===== config.mk =====
export PLATFORM = sky130hd
export DESIGN_NAME = histogram_readout
export DESIGN_NICKNAME = d
export VERILOG_FILES = /design/src/rtl/histogram_readout.sv
export SDC_FILE = /design/constraint.sdc
export NUM_CORES = 1
export LEC_CHECK = 0
export ABC_AREA = 0
export BUFFER_PORTS_ARGS = -buffer_cell sky130_fd_sc_hd__buf_2
export CAP_MARGIN = 20
export CORE_UTILIZATION = 50
export CTS_CLUSTER_DIAMETER = 200
export DETAILED_ROUTE_END_ITERATION = 8
export MAX_ROUTING_LAYER = met4
export PLACE_DENSITY_LB_ADDON = 0.12
export SYNTH_ARGS = -nofsm -noshare
export SYNTH_HDL_FRONTEND = slang
export SYNTH_SLANG_ARGS = --single-unit

===== constraint.sdc =====
create_clock -name clk -period 2.2 [get_ports clk]
set_input_delay 0.44 -clock clk [delete_from_list [all_inputs] [get_ports clk]]
set_output_delay 0.44 -clock clk [all_outputs]
set_load 0.02 [all_outputs]

===== src/rtl/histogram_readout.sv =====
// histogram_readout
//   Reader side of the histogram bin-read interface. A rising edge on histo_done
//   puts the histogram into read mode, sweeps every bin, captures each count and
//   streams one frame: a header word, NUM_BINS count words and a checksum word.
//
// Ports
//   clk         single clock, all logic on posedge
//   rst_n       asynchronous active-low reset
//   histo_done  histogram complete; rising edge starts a frame
//   hist_rw     1 = histogram accumulate mode, 0 = read mode (low for a whole frame)
//   hist_bin    bin address presented to the histogram
//   hist_data   count of hist_bin, valid READ_LAT cycles after hist_bin changes
//   out_data    stream word (header / zero-extended count / checksum)
//   out_valid   out_data valid
//   out_ready   downstream accepts when out_valid & out_ready
//   out_last    high with the checksum word, the final word of a frame
//   busy        frame in progress
//   overrun     one-cycle pulse: histo_done rising edge seen while busy
//   state_dbg   current FSM state, for observation only
//
// Stream handshake: a word transfers on a rising clk edge where out_valid and
// out_ready are both high. Once out_valid rises, out_valid, out_data and out_last
// hold their values until that transfer; out_ready is ignored while out_valid is low.

module histogram_readout #(
  parameter int BIN_W    = 10,
  parameter int CNT_W    = 24,
  parameter int READ_LAT = 2
) (
  input  logic             clk,
  input  logic             rst_n,
  input  logic             histo_done,
  output logic             hist_rw,
  output logic [BIN_W-1:0] hist_bin,
  input  logic [CNT_W-1:0] hist_data,
  output logic [31:0]      out_data,
  output logic             out_valid,
  input  logic             out_ready,
  output logic             out_last,
  output logic             busy,
  output logic             overrun,
  output logic [2:0]       state_dbg
);

  localparam logic [2:0] IDLE = 3'd0;
  localparam logic [2:0] HDR  = 3'd1;
  localparam logic [2:0] WAIT = 3'd2;
  localparam logic [2:0] SEND = 3'd3;
  localparam logic [2:0] CSUM = 3'd4;

  // The latency counter runs 0..READ_LAT-1 while waiting for hist_data.
  localparam int              LAT_W    = (READ_LAT > 1) ? $clog2(READ_LAT) : 1;
  localparam logic [LAT_W-1:0] LAT_LAST = LAT_W'(READ_LAT - 1);
  localparam logic [BIN_W-1:0] BIN_LAST = '1;

  logic [2:0]       state;
  logic             histo_done_q;
  logic [LAT_W-1:0] lat_cnt;
  logic [CNT_W-1:0] held;
  logic [15:0]      frame_id;
  logic [31:0]      checksum;
  logic             start;

  assign start     = histo_done & ~histo_done_q;
  assign busy      = (state != IDLE);
  assign state_dbg = state;

  // Stream outputs are decoded from the state and registers that only change on
  // a transfer, so they are inherently stable while the downstream stalls.
  always_comb begin
    out_valid = 1'b0;
    out_last  = 1'b0;
    out_data  = '0;
    case (state)
      HDR: begin
        out_valid = 1'b1;
        out_data  = {16'hA55A, frame_id};
      end
      SEND: begin
        out_valid = 1'b1;
        out_data  = 32'(held);
      end
      CSUM: begin
        out_valid = 1'b1;
        out_last  = 1'b1;
        out_data  = checksum;
      end
      default: ;
    endcase
  end

  always_ff @(posedge clk or negedge rst_n) begin
    if (!rst_n) begin
      state        <= IDLE;
      histo_done_q <= 1'b0;
      hist_rw      <= 1'b1;
      hist_bin     <= '0;
      lat_cnt      <= '0;
      held         <= '0;
      frame_id     <= '0;
      checksum     <= '0;
      overrun      <= 1'b0;
    end else begin
      histo_done_q <= histo_done;
      overrun      <= start && (state != IDLE);
      case (state)
        IDLE: begin
          if (start) begin
            state    <= HDR;
            hist_rw  <= 1'b0;
            hist_bin <= '0;
            checksum <= '0;
          end
        end
        HDR: begin
          if (out_ready) begin
            state   <= WAIT;
            lat_cnt <= '0;
          end
        end
        WAIT: begin
          // hist_bin last changed on the edge that entered WAIT (or earlier,
          // for bin 0), so READ_LAT cycles here guarantee valid hist_data.
          if (lat_cnt == LAT_LAST) begin
            held  <= hist_data;
            state <= SEND;
          end else begin
            lat_cnt <= lat_cnt + LAT_W'(1);
          end
        end
        SEND: begin
          if (out_ready) begin
            checksum <= checksum + 32'(held);
            if (hist_bin == BIN_LAST) begin
              state <= CSUM;
            end else begin
              hist_bin <= hist_bin + BIN_W'(1);
              lat_cnt  <= '0;
              state    <= WAIT;
            end
          end
        end
        CSUM: begin
          if (out_ready) begin
            frame_id <= frame_id + 16'd1;
            hist_rw  <= 1'b1;
            state    <= IDLE;
          end
        end
        default: state <= IDLE;
      endcase
    end
  end

endmodule


==> results of run 1 <==
state kept, by name, summed over array words and instances, names as in the netlist:
name          count
hist_rw           1
frame_id         16
state_dbg         3
lat_cnt           1
checksum         32
overrun           1
held             24
histo_done_q      1
hist_bin         10
per-layer routing:
metal	vias to the layer above	global-route usage [%]
met2	199	49.9
li1	2702	-
met3	25	4.90
met1	2801	42.6
met5	-	-
met4	0	10.4
power by group through the flow:
stage	logic, mW	clock network [mW]	registers (mW)
final	9.51	1.62	2.76
after global routing	10.3	1.70	2.82
after CTS	8.58	1.64	2.67
after detailed placement	7.89	0	2.63
after global placement	7.77	0	2.60
after floorplan	4.65	0	2.61
metrics by stage:
stage / utilization [%] / area, µm² / worst slack, ns
finish: 73.7 / 8100 / -0.104
floorplan: - / 5750 / -0.00975
global placement: 64.2 / 7060 / -0.263
detailed placement: 64.2 / 7060 / -0.358
CTS: 69.7 / 7660 / -0.158
global route: 73.7 / 8100 / -0.211
area by class of cell:
cell class,count,area [µm²],area share [%]
clock buffer,9,225,2.78
inverter,13,51.3,0.634
tap,140,175,2.16
timing repair buffer,213,1540,19.1
clock inverter,7,77.6,0.958
sequential,89,2230,27.5
multi-input combinational,494,3790,46.8
cells by family after synthesis:
group / Yosys count / synth area share [%]
AND/OR/NAND/NOR: 215 / 19.1
adder cells (fa/ha/maj): 27 / 6.04
flip-flops: 89 / 39.0
buffers and inverters: 42 / 3.13
multiplexers: 31 / 5.95
XOR/XNOR: 34 / 5.21
AO/OA/AOI/OAI: 187 / 21.6
worst paths after layout:
check	to	slack, ns
worst max-delay path	checksum[26]	-0.10
worst min-delay path	checksum[3]	0.03
worst max register to register	checksum[26]	-0.10
worst min register to register	hist_rw	0.50
max in group asynchronous	checksum[25]	1.54
min in group clk	histo_done_q	0.25
cell usage in the layout (no fill, tap or decap), types with 11 or more instances in the layout:
cell type and instances:
ha_4 17, o21ai_0 27, buf_4 137, nand3_1 19
xor2_1 19, xnor2_1 14, a21oi_2 11, mux2_2 24
nand4_1 19, a21oi_1 29, dfrtp_1 87, inv_1 11
nand2_1 83, nor2_1 28, a22oi_1 13, o21ai_1 19
buf_2 62
synthesized netlist by cell type, types with 17 or more instances:
library cell and n:
o21ai_0 48, a21oi_1 40, nand4_1 19, mux2_2 24, clkbuf_1 20, nand3_1 19, ha_1 26, xor2_1 19
a22oi_1 17, nor2_1 28, dfrtp_1 88, nand2_1 84
critical path: cells and delay by family (launching register included):
| kind | cells | cell delay [ns] |
|---|---|---|
| AO/OA/AOI/OAI | 4 | 0.89 |
| flip-flops | 1 | 0.37 |
| AND/OR/NAND/NOR | 1 | 0.15 |
| buffers and inverters | 1 | 0.04 |
| multiplexers | 1 | 0.21 |
| adder cells (fa/ha/maj) | 2 | 0.56 |
timing repair:
item | 4_1_cts | 5_1_grt
resized for setup | 47 | 84
buffers inserted | 8 | 12
pin swaps | 13 | 30
cloned | 2 | 1
setup endpoints to repair | 39 | 43
==> reports/results.ini, run 1 <==
[floorplanning]
core_um2 = 11000
initial_core_util_pct = 52.1
die_area_um2 = 11900
rows = 38
die_h_um = 109
die_w_um = 109
ios = 78

[timing]
holdWs_ns = 0.0273
finalCriticalPeriod_ns = 2.30
max-slew-margin-rel_pct = 64.3
fin_tns_setup_ns = -0.569
fin_crit_sh_pct = 105
fin_skew_ns = 0.00631
fmax_mhz = 434
final_max_slew_viol_count = 0
rsz0062_at_grt = true
tightest_slew_ns = 0.535
fin_ws_ns = -0.104
setup-violations-final = 9
final-hold-violation-count = 0

[synthesis]
synth_area_leader_cell = dfrtp_1
synthCells = 625
synth_area_leaders = dfrtp_1 (39%), ha_1 (5.7%), nand2_1 (5.5%)
synth-warning-count = 0
synth_cell_types = 70
synth-edff-count = 0
synth_seq_cells = 89
synth_fp_nets = 680
yosysTopAreaCellShare_pct = 38.5
synth-seq-area-share_pct = 39.0
synthArstFlopShare_pct = 100
ys.flop_type = dfrtp_1
avgSynthCellArea_um2 = 9.15
post_synth_instance_area_um2 = 5720

[routing]
antenna_left = 0
first_pass_iters = 5
drc = 0
via_per_inst = 5.93
top_layer_used = met4
route.met2.wl_um = 8430
routedWlPerCell_um = 18.6
m1WireLength_um = 8280
drt-initial-drc-count = 516
num_vias = 5727
wl_met3_um = 931
drt-total-wl_um = 17900

[setup_path]
startpoint_type = register
crit_required_ns = 2.48
cp_slowest_cell = dfrtp_1
path_cells = ha_2 -> inv_2 -> fa_2 -> nor2b_4 -> o2111ai_4 -> a21oi_4 -> o211ai_1 -> o31ai_1 -> mux2i_1
critPathLaunch = checksum[0]
reg2reg_from = checksum[0]
path_max_fanout = 4
critPathKind = register to register
worstRegToRegCells = 9
cp.arrival_ns = 2.59
max_stage_delay_ns = 0.37
worstSetupEndpointType = register

[clock_network]
clk_path_buf_depth = 2
root_buffer = clkbuf_16
clk_latency_ns = 0.36
htreeDepth = 3
cts_inserted_buffers = 9
ctsHoldBuffers = 0
cts_tree = done
clk_pin_slew_ns = 0.07
cts_num_sinks = 89

[finish]
drive_above_1_share_pct = 41.1
insertedDiodeCount = 0
fin_nets = 875
layout.cells.non_filler = 965
n_fill_cell = 801
syn_to_final_growth_pct = 41.6

[power]
p_int_mw = 7.86
pwr-share-comb_pct = 68.5
power.share.clock_pct = 11.7
powerDensity_nw_per_um2 = 1720
power_switching_mw = 6.04
swShare_pct = 43.5
ir_worst_vdd_v = 0.00107
power.total_mw = 13.9
leakage_nw = 3.74
p_seq_share_pct = 19.9

[grt]
track_usage_pct = 32.0
grt_max_degree = 40
grt_pass1_vias = 5642
grt_pass1_wl_um = 28000
grt_overflow = 0
antenna_found_initial = 0

[placed_design]
hpwl_um = 12400
io_buffers = 77
gp_congestion = 0.952
dp_cells = 928

[flow_run]
cap_violations = 0

[worst_hold_path]
hold_path_class = primary input to asynchronous set/reset pin

[outcome]
status = finished with violations
violations = setup timing

Note: power is estimated with default switching activity, not from simulation.
==> run 2, diff against run 1 <==
Clock period 2.2 ns to 2.5 ns, I/O delays scaled along.
==> run 2 against run 1 <==
Effect of this change:
- the run now ends clean
- global-route usage fell by 3.1 points
- design area shrank 17%
- first-iteration DRC count decreased by 24%
- setup slack improved by 0.21 ns
- highest routed layer unchanged
==> reports/results.ini, run 2 (synthesized netlist as in run 1, its figures left out) <==
[outcome]
status = finished, final reports clean  ; was finished with violations

[clock_network]
clk_pin_slew_ns = 0.06  ; was 0.07 ns
clk_latency_ns = 0.35  ; was 0.36 ns
cts_num_sinks = 89  ; unchanged
htreeDepth = 3  ; unchanged
root_buffer = clkbuf_16  ; unchanged
ctsHoldBuffers = 0  ; unchanged
cts_tree = done  ; unchanged
cts_inserted_buffers = 9  ; unchanged
clk_path_buf_depth = 2  ; unchanged

[setup_path]
critPathKind = register to register  ; unchanged
cp_slowest_cell = a2111o_1  ; was dfrtp_1
r2r_slack_ns = 0.11  ; was -0.10 ns
reg2reg_from = held[0]  ; was checksum[0]
endpoint = checksum[28]  ; was checksum[26]
critPathLaunch = held[0]  ; was checksum[0]
worstReg2RegEnd = checksum[28]  ; was checksum[26]
startpoint_type = register  ; unchanged
max_stage_delay_ns = 0.44  ; was 0.37 ns
cp.arrival_ns = 2.67  ; was 2.59 ns
path_cells = ha_1 -> inv_1 -> fa_2 -> nor2b_2 -> o2111ai_4 -> a21oi_2 -> o2111ai_1 -> a2111o_1 -> o21ai_1  ; was ha_2 -> inv_2 -> fa_2 -> nor2b_4 -> o2111ai_4 -> a21oi_4 -> o211ai_1 -> o31ai_1 -> mux2i_1
crit_required_ns = 2.78  ; was 2.48 ns
worstRegToRegCells = 9  ; unchanged
worstSetupEndpointType = register  ; unchanged
path_max_fanout = 5  ; was 4

[grt]
antenna_found_initial = 0  ; unchanged
grt_overflow = 0  ; unchanged
track_usage_pct = 28.9  ; was 32.0%
grt_max_degree = 47  ; was 40
grt_pass1_vias = 5017  ; was 5642
grt_pass1_wl_um = 25400  ; was 28000 µm

[finish]
seq_area_um2 = 2230  ; about the same
syn_to_final_growth_pct = 18.1  ; was 41.6%
multi_input_area_um2 = 3400  ; was 3790 µm²
largest_registers = checksum x32, held x24, frame_id x16  ; unchanged
layout_common_cells = dfrtp_1 (85), nand2_1 (84), buf_2 (76), o21ai_0 (47), a21oi_1 (37)  ; was buf_4 (137), dfrtp_1 (87), nand2_1 (83), buf_2 (62), a21oi_1 (29)
insertedDiodeCount = 0  ; unchanged
final_common_cell = dfrtp_1  ; was buf_4
top_register = checksum  ; unchanged
drive_above_1_share_pct = 25.1  ; was 41.1%
n_fill_cell = 941  ; was 801
largest_reg_flops = 32  ; unchanged
fin_nets = 768  ; was 875
finalInstanceArea_um2 = 6760  ; was 8100 µm²

[timing]
fmax_mhz = 418  ; was 434 MHz
finalCriticalPeriod_ns = 2.39  ; was 2.30 ns
fin_skew_ns = 0.00548  ; was 0.00631 ns
fin_tns_setup_ns = 0  ; was -0.569 ns
final_max_slew_viol_count = 0  ; unchanged
fin_crit_sh_pct = 95.6  ; was 105%
max-slew-margin-rel_pct = 59.2  ; was 64.3%
final-hold-violation-count = 0  ; unchanged
tightest_slew_ns = 0.612  ; was 0.535 ns
setup-violations-final = 0  ; was 9

[routing]
wl_met3_um = 754  ; was 931 µm
route.met2.wl_um = 7150  ; was 8430 µm
routedWlPerCell_um = 18.3  ; was 18.6 µm
drc = 0  ; unchanged
drt-initial-drc-count = 391  ; was 516
m1WireLength_um = 7510  ; was 8280 µm
first_pass_iters = 5  ; unchanged
num_vias = 5216  ; was 5727
top_layer_used = met4  ; unchanged
via_per_inst = 6.09  ; was 5.93
drt-total-wl_um = 15700  ; was 17900 µm
antenna_left = 0  ; unchanged

[power]
leakage_nw = 3.11  ; was 3.74 nW
powerDensity_nw_per_um2 = 1390  ; was 1720 nW/µm²
ir_worst_vdd_v = 0.000780  ; was 0.00107 V

[placed_design]
hpwl_um = 11300  ; was 12400 µm
io_buffers = 77  ; unchanged
gp_congestion = 0.941  ; was 0.952
place_area_um2 = 6380  ; was 7060 µm²

[floorplanning]
ios = 78  ; unchanged
die_area_um2 = 11900  ; unchanged
core_um2 = 11000  ; unchanged
rows = 38  ; unchanged
die_w_um = 109  ; unchanged
die_h_um = 109  ; unchanged
initial_core_util_pct = 52.1  ; unchanged

[flow_run]
cap_violations = 0  ; unchanged

[worst_hold_path]
hold_path_class = primary input to asynchronous set/reset pin  ; unchanged

-- run 2: how the worst min path moves through the flow --
| stage | endpoint | start | slack, ns | cells after the start |
|---|---|---|---|---|
| after global routing | frame_id[2] | rst_n | 0.20 | 1 |
| after CTS | checksum[0] | rst_n | 0.18 | 1 |
| after detailed placement | frame_id[13] | frame_id[13] | 0.48 | 1 |
| after floorplan | checksum[0] | rst_n | 0.20 | 0 |
| after global placement | frame_id[8] | frame_id[8] | 0.48 | 1 |
| final | frame_id[2] | rst_n | 0.15 | 1 |
-- run 2: layout make-up --
| cell class | count | share of cell area [%] |
|---|---|---|
| Clock buffer | 11 | 3.59 |
| Clock inverter | 4 | 0.426 |
| Inverter | 13 | 0.722 |
| Multi-Input combinational cell | 494 | 50.3 |
| Sequential cell | 89 | 33.0 |
| Tap cell | 140 | 2.59 |
| Timing Repair Buffer | 106 | 9.34 |
-- run 2: worst max-delay path: cells and delay by family, from the launching register on --
kind	cells	cell delay, ns
flip-flops	1	0.37
adder cells (fa/ha/maj)	2	0.53
AO/OA/AOI/OAI	5	1.16
AND/OR/NAND/NOR	1	0.18
buffers and inverters	1	0.06
-- run 2: power by group --
part	internal (mW)	switching, mW	total [mW]
Sequential	1.92	0.475	2.40
Combinational	2.38	3.32	5.71
Clock	0.698	0.590	1.29
Total	5.00	4.39	9.39
-- run 2: layer usage --
metal | vias up | global-route usage, %
met4 | 0 | 11.1
met2 | 149 | 42.9
met5 | - | -
li1 | 2482 | -
met1 | 2562 | 39.5
met3 | 23 | 4.42
-- run 2: metrics by stage --
step / hold WS (ns) / setup WS [ns] / power [mW] / util (%) / std cells
4_1_cts: 0.178 / 0.0153 / 9.21 / 60.7 / 855
6_report: 0.153 / 0.110 / 9.39 / 61.5 / 857
3_3_place_gp: 0.476 / -0.0270 / 7.78 / 58.1 / 840
3_5_place_dp: 0.484 / -0.134 / 7.87 / 58.1 / 840
2_1_floorplan: 0.204 / 0.122 / 6.33 / - / 625
5_1_grt: 0.203 / -0.00593 / 10.1 / 61.5 / 857
-- run 2: repair_timing --
item,in CTS,in global routing
gates cloned,0,0
buffers inserted,0,2
resized for setup,2,20
pin swaps,0,4
endpoints found under the setup margin,3,26
